==> src/rtl/key_event_pkg.sv <==
// Shared types and constants for the multi-key event conditioner.
package key_event_pkg;

    // Per-key auto-repeat state.
    typedef enum logic [1:0] {
        StIdle   = 2'd0,
        StHold   = 2'd1,
        StRepeat = 2'd2
    } rep_state_e;

    // Default timing for the 25 MHz VGA clock.
    localparam int unsigned DEBOUNCE_10MS = 250000;
    localparam int unsigned REPEAT_300MS  = 7500000;
    localparam int unsigned REPEAT_100MS  = 2500000;

    // Bit positions of the game keys on the op_keys bus.
    localparam int unsigned KEY_UP    = 0;
    localparam int unsigned KEY_DOWN  = 1;
    localparam int unsigned KEY_LEFT  = 2;
    localparam int unsigned KEY_RIGHT = 3;

    // Repeat intervals shorter than 2 would let key_event stay high on back-to-back cycles.
    function automatic int unsigned at_least_two(input int unsigned v);
        return (v < 2) ? 2 : v;
    endfunction

    function automatic int unsigned max_u(input int unsigned a, input int unsigned b);
        return (a > b) ? a : b;
    endfunction

endpackage

==> src/rtl/key_channel.sv <==
// Single key: 2-flop synchroniser, debounce counter and auto-repeat FSM.
module key_channel
    import key_event_pkg::*;
#(
    parameter bit          ACTIVE_LOW      = 1'b1,
    parameter int unsigned DEBOUNCE_CYCLES = DEBOUNCE_10MS,
    parameter int unsigned REPEAT_DELAY    = REPEAT_300MS,
    parameter int unsigned REPEAT_PERIOD   = REPEAT_100MS
) (
    input  logic clk,
    input  logic rst_n,
    input  logic key_raw,
    input  logic repeat_en,
    output logic key_level,
    output logic key_press,
    output logic key_release,
    output logic key_event
);

    localparam int unsigned DbWidth   = $clog2(DEBOUNCE_CYCLES + 1);
    // The press pulse itself is an event, so the first repeat must also be >= 2 cycles away.
    localparam int unsigned RepDelay  = at_least_two(REPEAT_DELAY);
    localparam int unsigned RepPeriod = at_least_two(REPEAT_PERIOD);
    localparam int unsigned RepWidth  = $clog2(max_u(RepDelay, RepPeriod) + 1);

    localparam logic [DbWidth-1:0]  DbLast     = DbWidth'(DEBOUNCE_CYCLES - 1);
    localparam logic [RepWidth-1:0] DelayLast  = RepWidth'(RepDelay - 1);
    localparam logic [RepWidth-1:0] PeriodLast = RepWidth'(RepPeriod - 1);

    logic                sync1_q, sync2_q;
    logic                pressed;
    logic                level_q, level_d;
    logic [DbWidth-1:0]  db_cnt_q, db_cnt_d;
    logic                press_set, release_set;
    logic                press_q, release_q;
    rep_state_e          state_q, state_d;
    logic [RepWidth-1:0] rep_cnt_q, rep_cnt_d;
    logic                event_q, event_d;

    // Synchroniser, preset to the released level so leaving reset is quiet.
    always_ff @(posedge clk or negedge rst_n) begin
        if (!rst_n) begin
            sync1_q <= ACTIVE_LOW;
            sync2_q <= ACTIVE_LOW;
        end else begin
            sync1_q <= key_raw;
            sync2_q <= sync1_q;
        end
    end

    assign pressed = sync2_q ^ ACTIVE_LOW;

    // Debounce: accept a new level after DEBOUNCE_CYCLES consecutive differing samples.
    always_comb begin
        db_cnt_d    = '0;
        level_d     = level_q;
        press_set   = 1'b0;
        release_set = 1'b0;
        if (pressed != level_q) begin
            if (db_cnt_q == DbLast) begin
                level_d     = pressed;
                press_set   = pressed;
                release_set = ~pressed;
            end else begin
                db_cnt_d = db_cnt_q + DbWidth'(1);
            end
        end
    end

    // Debounced level, counter and registered edge pulses.
    always_ff @(posedge clk or negedge rst_n) begin
        if (!rst_n) begin
            level_q   <= 1'b0;
            db_cnt_q  <= '0;
            press_q   <= 1'b0;
            release_q <= 1'b0;
        end else begin
            level_q   <= level_d;
            db_cnt_q  <= db_cnt_d;
            press_q   <= press_set;
            release_q <= release_set;
        end
    end

    // Repeat FSM state, counter and registered event.
    always_ff @(posedge clk or negedge rst_n) begin
        if (!rst_n) begin
            state_q   <= StIdle;
            rep_cnt_q <= '0;
            event_q   <= 1'b0;
        end else begin
            state_q   <= state_d;
            rep_cnt_q <= rep_cnt_d;
            event_q   <= event_d;
        end
    end

    // Repeat FSM next state; the counter clears on every transition and when disabled.
    always_comb begin
        state_d   = state_q;
        rep_cnt_d = '0;
        unique case (state_q)
            StIdle: begin
                if (press_set) begin
                    state_d = StHold;
                end
            end
            StHold: begin
                if (!level_d) begin
                    state_d = StIdle;
                end else if (repeat_en) begin
                    if (rep_cnt_q == DelayLast) begin
                        state_d = StRepeat;
                    end else begin
                        rep_cnt_d = rep_cnt_q + RepWidth'(1);
                    end
                end
            end
            StRepeat: begin
                if (!level_d) begin
                    state_d = StIdle;
                end else if (!repeat_en) begin
                    state_d = StHold;
                end else if (rep_cnt_q != PeriodLast) begin
                    rep_cnt_d = rep_cnt_q + RepWidth'(1);
                end
            end
            default: state_d = StIdle;
        endcase
    end

    // Repeat FSM output: event on press or when the active interval expires.
    always_comb begin
        event_d = 1'b0;
        unique case (state_q)
            StIdle:   event_d = press_set;
            StHold:   event_d = level_d && repeat_en && (rep_cnt_q == DelayLast);
            StRepeat: event_d = level_d && repeat_en && (rep_cnt_q == PeriodLast);
            default:  event_d = 1'b0;
        endcase
    end

    assign key_level   = level_q;
    assign key_press   = press_q;
    assign key_release = release_q;
    assign key_event   = event_q;

endmodule

==> src/rtl/key_event_ctrl.sv <==
// Multi-key input conditioner: one independent key_channel per button.
module key_event_ctrl
    import key_event_pkg::*;
#(
    parameter int unsigned NUM_KEYS        = 4,
    parameter bit          ACTIVE_LOW      = 1'b1,
    parameter int unsigned DEBOUNCE_CYCLES = DEBOUNCE_10MS,
    parameter int unsigned REPEAT_DELAY    = REPEAT_300MS,
    parameter int unsigned REPEAT_PERIOD   = REPEAT_100MS
) (
    input  logic                clk,
    input  logic                rst_n,
    input  logic [NUM_KEYS-1:0] key_raw,
    input  logic [NUM_KEYS-1:0] repeat_en,
    output logic [NUM_KEYS-1:0] key_level,
    output logic [NUM_KEYS-1:0] key_press,
    output logic [NUM_KEYS-1:0] key_release,
    output logic [NUM_KEYS-1:0] key_event
);

    if (NUM_KEYS < 1) begin : g_bad_num_keys
        $error("key_event_ctrl: NUM_KEYS must be >= 1");
    end
    if (DEBOUNCE_CYCLES < 1) begin : g_bad_debounce
        $error("key_event_ctrl: DEBOUNCE_CYCLES must be >= 1");
    end
    if (REPEAT_DELAY < 1) begin : g_bad_delay
        $error("key_event_ctrl: REPEAT_DELAY must be >= 1");
    end
    if (REPEAT_PERIOD < 1) begin : g_bad_period
        $error("key_event_ctrl: REPEAT_PERIOD must be >= 1");
    end

    for (genvar k = 0; k < NUM_KEYS; k++) begin : g_key
        key_channel #(
            .ACTIVE_LOW      (ACTIVE_LOW),
            .DEBOUNCE_CYCLES (DEBOUNCE_CYCLES),
            .REPEAT_DELAY    (REPEAT_DELAY),
            .REPEAT_PERIOD   (REPEAT_PERIOD)
        ) u_key_channel (
            .clk         (clk),
            .rst_n       (rst_n),
            .key_raw     (key_raw[k]),
            .repeat_en   (repeat_en[k]),
            .key_level   (key_level[k]),
            .key_press   (key_press[k]),
            .key_release (key_release[k]),
            .key_event   (key_event[k])
        );
    end

endmodule

==> config.mk <==
export PLATFORM = sky130hd
export DESIGN_NAME = key_event_ctrl
export DESIGN_NICKNAME = d
export VERILOG_FILES = /design/src/rtl/key_event_pkg.sv /design/src/rtl/key_channel.sv /design/src/rtl/key_event_ctrl.sv
export SDC_FILE = /design/constraint.sdc
export NUM_CORES = 1
export LEC_CHECK = 0
export ABC_CLOCK_PERIOD_IN_PS = 4900
export BUFFER_PORTS_ARGS = -buffer_cell sky130_fd_sc_hd__buf_2
export CORE_AREA = 4 4 149 122
export DETAILED_ROUTE_END_ITERATION = 7
export DIE_AREA = 0 0 153 126
export PLACE_DENSITY = 0.72
export SLEW_MARGIN = 20
export SYNTH_ARGS = -nofsm -noshare
export SYNTH_HDL_FRONTEND = slang
export SYNTH_SLANG_ARGS = --single-unit
==> constraint.sdc <==
create_clock -name clk -period 4.9 [get_ports clk]
set_input_delay 0.245 -clock clk [delete_from_list [all_inputs] [get_ports clk]]
set_output_delay 0.245 -clock clk [all_outputs]
set_load 0.02 [all_outputs]
* After elaboration in Yosys (flattened, before gate mapping)
Index checks and enable logic that the tools add are counted.
Widths: inputs -> output; s select.
** Word-level totals
- Register bits :: 196
- Input port bits :: 10
- Logic and storage cells :: 204
** Cells by class
- Add/sub/neg operators :: 8
- Equality and inequality tests :: 44
- Mux-type cells :: 92
- Bitwise gates (word level) :: 4
- Reduce and logical (&&, ||, !) cells :: 20
** Operators with widths (count)
- $mux 23 :: 24
- $pmux 23 s2 :: 4
- $mux 18 :: 8
- $add 23x1->23 const B :: 4
- $eq 23x22->1 const B :: 4
- $eq 23x23->1 const B :: 4
- $ne 23x22->1 const B :: 4
- $add 18x1->18 const B :: 4
- $eq 18x18->1 const B :: 4
- $mux 2 :: 24
- $ne 3x3->1 const B :: 12
- $mux 1 :: 24
- $pmux 2 s3 :: 4
- $reduce_and 4->1 :: 4
- $logic_and 1x1->1 :: 12
- $pmux 1 s3 :: 4
- $eq 2x1->1 const B :: 4
- $eq 2x2->1 const B :: 4
- $logic_not 2->1 :: 4
- $ne 2x1->1 const B :: 4
- $ne 1x1->1 :: 4
- $not 1->1 :: 4

* Depth between registers and ports, before layout
- Depth after elaboration :: 6
- Gate-level depth with buffers :: 9

* Cells and area by module
From an unflattened synthesis, not the netlist that was laid out.
** Unflattened totals
- Cell total of the unflattened synthesis :: 999
- Area total of the unflattened synthesis :: 9857.0 um^2
** By module, submodules not included
- key_channel (g_key[1].u_key_channel ...) :: times used 2, cells each 243, area each 2436.1 um^2, sequential area each 1228.7 um^2
- key_channel (g_key[3].u_key_channel) :: times used 1, cells each 260, area each 2498.6 um^2, sequential area each 1228.7 um^2
- key_channel (g_key[0].u_key_channel) :: times used 1, cells each 253, area each 2486.1 um^2, sequential area each 1228.7 um^2

* Worst setup path after synthesis
Ideal clock, no wire load.
- Kind :: register to register
- From :: reg g_key[2].u_key_channel.db_cnt_q[4]
- To :: reg g_key[2].u_key_channel.rep_cnt_q[15]
- Arrival :: 2094 ps
- Required time :: 4828 ps
- Setup slack :: 2734 ps
- Cell stages (with the launch flop) :: 8
- Buffers on the path :: 1
- Cell sequence :: dfrtp_1 -> or4_1 -> nor3_1 -> and2_1 -> mux2i_1 -> nand4_1 -> buf_2 -> nor2_1
** On the way
- Longest elaborated chain between the ends :: 5
- Elaborated cells on any way between the ends :: 6
- Classes of those cells :: eq/ne (1); mux (5)
** RTL lines
- from (decl) :: line key_channel.sv:33 : logic [DbWidth-1:0] db_cnt_q, db_cnt_d;
- from (signal assigned) :: line key_channel.sv:79 : db_cnt_q <= db_cnt_d;
- $eq 18x18->1 (*) :: line key_channel.sv:60 : if (db_cnt_q == DbLast) begin
- $mux 1 (*) :: line key_channel.sv:60
- $mux 1 (*) :: line key_channel.sv:59 : if (pressed != level_q) begin
- named net g_key[2].u_key_channel.level_d :: line key_channel.sv:32 : logic level_q, level_d;
- $mux 23, on equally long branches :: line key_channel.sv:120, key_channel.sv:109
- $pmux 23 s2 (*) :: line key_channel.sv:102 : unique case (state_q)
- named net g_key[2].u_key_channel.rep_cnt_d[15] :: line key_channel.sv:37 : logic [RepWidth-1:0] rep_cnt_q, rep_cnt_d;
- to (signal assigned) :: line key_channel.sv:93 : rep_cnt_q <= rep_cnt_d;
- to (decl) :: line key_channel.sv:37
Mark *: on every way through the listed nets, which the timed path passes. The rest lies on a longest branch.
A chain may end at the register's enable or synchronous reset.

* Worst setup path after layout
- From :: reg g_key[3].u_key_channel.db_cnt_q[8]
- To :: reg g_key[3].u_key_channel.rep_cnt_q[21]
** On the way
- Longest elaborated chain between the ends :: 5
- Elaborated cells on any way between the ends :: 6
- Classes of those cells :: eq/ne (1); mux (5)
** RTL lines (line)
- from (decl) :: key_channel.sv:33
- from (signal assigned) :: key_channel.sv:79
- $eq 18x18->1 (*) :: key_channel.sv:60
- $mux 1 (*) :: key_channel.sv:60
- $mux 1 (*) :: key_channel.sv:59
- named net g_key[3].u_key_channel.level_d :: key_channel.sv:32
- $mux 23, on equally long branches :: key_channel.sv:120, key_channel.sv:109
- $pmux 23 s2 (*) :: key_channel.sv:102
- named net g_key[3].u_key_channel.rep_cnt_d[21] :: key_channel.sv:37
- to (signal assigned) :: key_channel.sv:93
- to (decl) :: key_channel.sv:37
Marks and branches as above.

==> run summary <==
cts bufs inserted = 17
CP max-delay cell = nand4_1
Tcrit/Tclk final = 0.620
nets@finish = 1056
Worst Hold Path EP = g_key[2].u_key_channel.key_event$_DFF_PN0_
critical path's largest stage delay = 0.82 ns
Max Slew Vio Count = 0
CP Launch Type = register
clock buffer depth = 2
average size of a mapped cell = 9.86 um^2
worst vdd ir = 0.183 mV
first-pass GRT wire length = 31100 um
Int Power = 0.00243 W
CP Launch Point = g_key[3].u_key_channel.db_cnt_q[8]$_DFF_PN0_
setup repair bufs after CTS = 0
final core occ = 0.651
Final ANT Viol Nets = 0
PD cells = 288 nW/um^2
most common cell in the netlist = nor2_1
clk sinks = 196
area taken by multi-input logic gates = 4590 um^2
Synth Cell Area = 9850 um^2
Worst Hold Launch = repeat_en[2]
Synth warnings = 0
die height = 126 um
Sw Pwr = 0.000655 W
routability congestion estimate from global placement = 0.855
clk root buf = clkbuf_16
P&R area growth vs syn = 8.99%
Iteration-0 DRC Markers = 399
Antenna Cells = 0
flops & latches, synth = 196
core area = 16500 um^2
largest net degree at the start of global routing = 111
Yosys top cell by area = dfrtp_1
drt drc = 0
Hold Path Depth = 3
Slew headroom = 0.370
DRT Pass-1 Iters = 6
H-tree depth reported by CTS = 4
Max Cap Viol = 0
critical path class = reg2reg
cell-by-cell trace of the critical path = nor4b_1 > nand3_1 > nor2_1 > mux2i_1 > nand4_1 > nor2_1
RSZ-0062 raised after global routing = no
final wirelength = 17700 um
hold crit path type = in2reg
Crit path top cell by count = nor2_1
Period minus WS final = 3.04 ns
post-synthesis sequential area ratio = 0.499
Setup Skew = 0.00956 ns
WL per Instance = 14.1 um
endpoints failing hold = 0
DR vias/cell = 5.46
Yosys top cell area share = 0.478
WP buf/inv = 0
status = completed
Critical R2R Launch = g_key[3].u_key_channel.db_cnt_q[8]$_DFF_PN0_
FF-to-FF path depth = 6
Switching Share = 0.212
Synth Flop Type = dfrtp_1
initial antenna violation count = 0
Yosys cell types = 53
Tot GR Track Use = 0.192
combinational share of power = 0.022
share of layout cells above drive strength 1 = 0.0725
Vias = 6848
Ports = 26
Remaining Overflow, GRT = 0
f_max = 329 MHz
reg2reg setup slack = 1.86 ns
Layout fillers = 1330
dpl hpwl = 11600 um
Die Area = 19300 um^2
Post-synth EDFFs = 0
CP endpoint kind = register
crit path DAT = 3.36 ns
starting density of the core = 0.597
delay-heaviest family, CP = simple AND/OR/NAND/NOR gates
setup TNS = 0 ns
Post-synth ARST share = 1.00
Reg clk slew, reported paths = 0.07 ns
row count = 42
PortBufs = 25
share of power burned in registers = 0.531
Synth Instances = 999
die extent in x = 153 um
sequential cell area = 4910 um^2
dominant cells by area after synthesis = dfrtp_1 (48%), nor2_1 (7.8%), xor2_1 (6.7%), xnor2_1 (6.4%), nand3_1 (3.5%)
Clock power frac = 0.447
CP required = 5.23 ns
syn nets = 1033
CTS tree = built
crit path max fanout = 23
leak pwr = 4.53 nW
Post-synth top cells = nor2_1 (204), dfrtp_1 (188), xor2_1 (75)
R2R Path End = g_key[3].u_key_channel.rep_cnt_q[21]$_DFF_PN0_
Clock Latency Late Sink = 0.43 ns
number of global-route vias before repair = 6506
Worst Tran Pin Value = 0.942 ns
Setup violations, final = 0
-- worst max-delay path by stage --
stage                                                     endpoint  slack, ns  cells past startpoint
floorplan           g_key[2].u_key_channel.rep_cnt_q[15]$_DFF_PN0_       2.73                      7
global placement    g_key[2].u_key_channel.rep_cnt_q[20]$_DFF_PN0_       1.97                      6
detailed placement  g_key[2].u_key_channel.rep_cnt_q[14]$_DFF_PN0_       1.90                      6
CTS                  g_key[2].u_key_channel.rep_cnt_q[7]$_DFF_PN0_       1.88                      6
global route        g_key[3].u_key_channel.rep_cnt_q[13]$_DFF_PN0_       1.44                      6
finish              g_key[3].u_key_channel.rep_cnt_q[21]$_DFF_PN0_       1.86                      6
-- final cells by class --
type                    count  share of cell area
well taps                 220              0.0256
clock buffers              22              0.0432
multi-input cells         732               0.427
repair buffers             34              0.0199
flip-flops and latches    196               0.458
clock inverters            10              0.0117
inverters                  41              0.0143
-- flip-flops by register name, summed over array words and instances, names as in the netlist --
| register | flops |
|---|---|
| g_key.u_key_channel.sync2_q | 4 |
| g_key.u_key_channel.state_q | 8 |
| g_key.u_key_channel.key_level | 4 |
| g_key.u_key_channel.sync1_q | 4 |
| g_key.u_key_channel.key_press | 4 |
| g_key.u_key_channel.key_release | 4 |
| g_key.u_key_channel.db_cnt_q | 72 |
| g_key.u_key_channel.rep_cnt_q | 92 |
| g_key.u_key_channel.key_event | 4 |
-- cells in the final DEF (no fill, tap or decap), types with 5 or more instances in the layout --
cell type / synthesis / final
nand3_1: 68 / 68
or4_1: 7 / 7
nor2_1: 204 / 204
nand4b_1: 7 / 7
o21ai_0: 7 / 7
nor3_1: 25 / 25
nor4b_1: 12 / 12
dlygate4sd3_1: 0 / 5
dfrtp_1: 188 / 188
or3_1: 5 / 5
and2_1: 10 / 10
a21oi_1: 9 / 9
mux2i_1: 12 / 12
nand4_1: 36 / 36
nand2_1: 59 / 59
xnor2_1: 72 / 72
buf_2: 4 / 24
dfstp_2: 8 / 8
and4_1: 17 / 17
ha_1: 24 / 24
xor2_1: 75 / 75
nor4_1: 9 / 9
clkbuf_16: 0 / 17
inv_1: 41 / 41
and3_1: 28 / 28
-- kinds of logic after synthesis --
| logic type | count (synthesis) | share of synthesized area |
|---|---|---|
| simple gates | 512 | 0.264 |
| flops | 196 | 0.499 |
| xor+xnor | 147 | 0.131 |
| buf+inv | 71 | 0.0352 |
| compound gates | 34 | 0.0226 |
| fa+ha+maj | 24 | 0.0305 |
| mux | 15 | 0.0179 |
-- layer usage --
layer	vias to the layer above	part of all wire	routed length, um	track usage
met5	-	0	0	0
met4	0	0.0069	121	0.0430
met3	7	0.030	526	0.0449
met2	71	0.45	7950	0.290
met1	3332	0.51	9060	0.287
li1	3438	-	-	-
-- worst reg2reg max path: cells and delay by family, from the launching register on --
family           cells  cell delay (ns)
and+or+nand+nor      5             2.08
DFF                  1             0.43
muxes                1             0.42
-- power by group through the flow --
| stage | sequential, W | clock [W] | combinational, W |
|---|---|---|---|
| 2_1_floorplan | 0.00167 | 0 | 0.0000216 |
| 3_3_place_gp | 0.00167 | 0 | 0.0000667 |
| 3_5_place_dp | 0.00167 | 0 | 0.0000674 |
| 4_1_cts | 0.00164 | 0.00142 | 0.0000709 |
| 5_1_grt | 0.00164 | 0.00149 | 0.0000801 |
| 6_report | 0.00164 | 0.00138 | 0.0000675 |
-- what timing repair did --
| action | 4_1_cts | 5_1_grt |
|---|---|---|
| hold buffers | 5 | 0 |
| endpoints found under the hold margin | 110 | 0 |
| gates resized for setup | 0 | 0 |
-- metrics by stage --
stage | hold slack (ns) | cell area, um^2 | worst slack, ns | cells | total power, W
final | 0.106 | 10700 | 1.86 | 1255 | 0.00309
after global routing | 0.113 | 10700 | 1.44 | 1255 | 0.00321
after CTS | 0.0894 | 10700 | 1.88 | 1255 | 0.00313
after detailed placement | 0.348 | 10100 | 1.90 | 1218 | 0.00174
after global placement | 0.346 | 10100 | 1.97 | 1218 | 0.00174
after floorplan | -0.0506 | 9850 | 2.73 | 999 | 0.00169
Note: power is estimated with default switching activity, not from simulation.
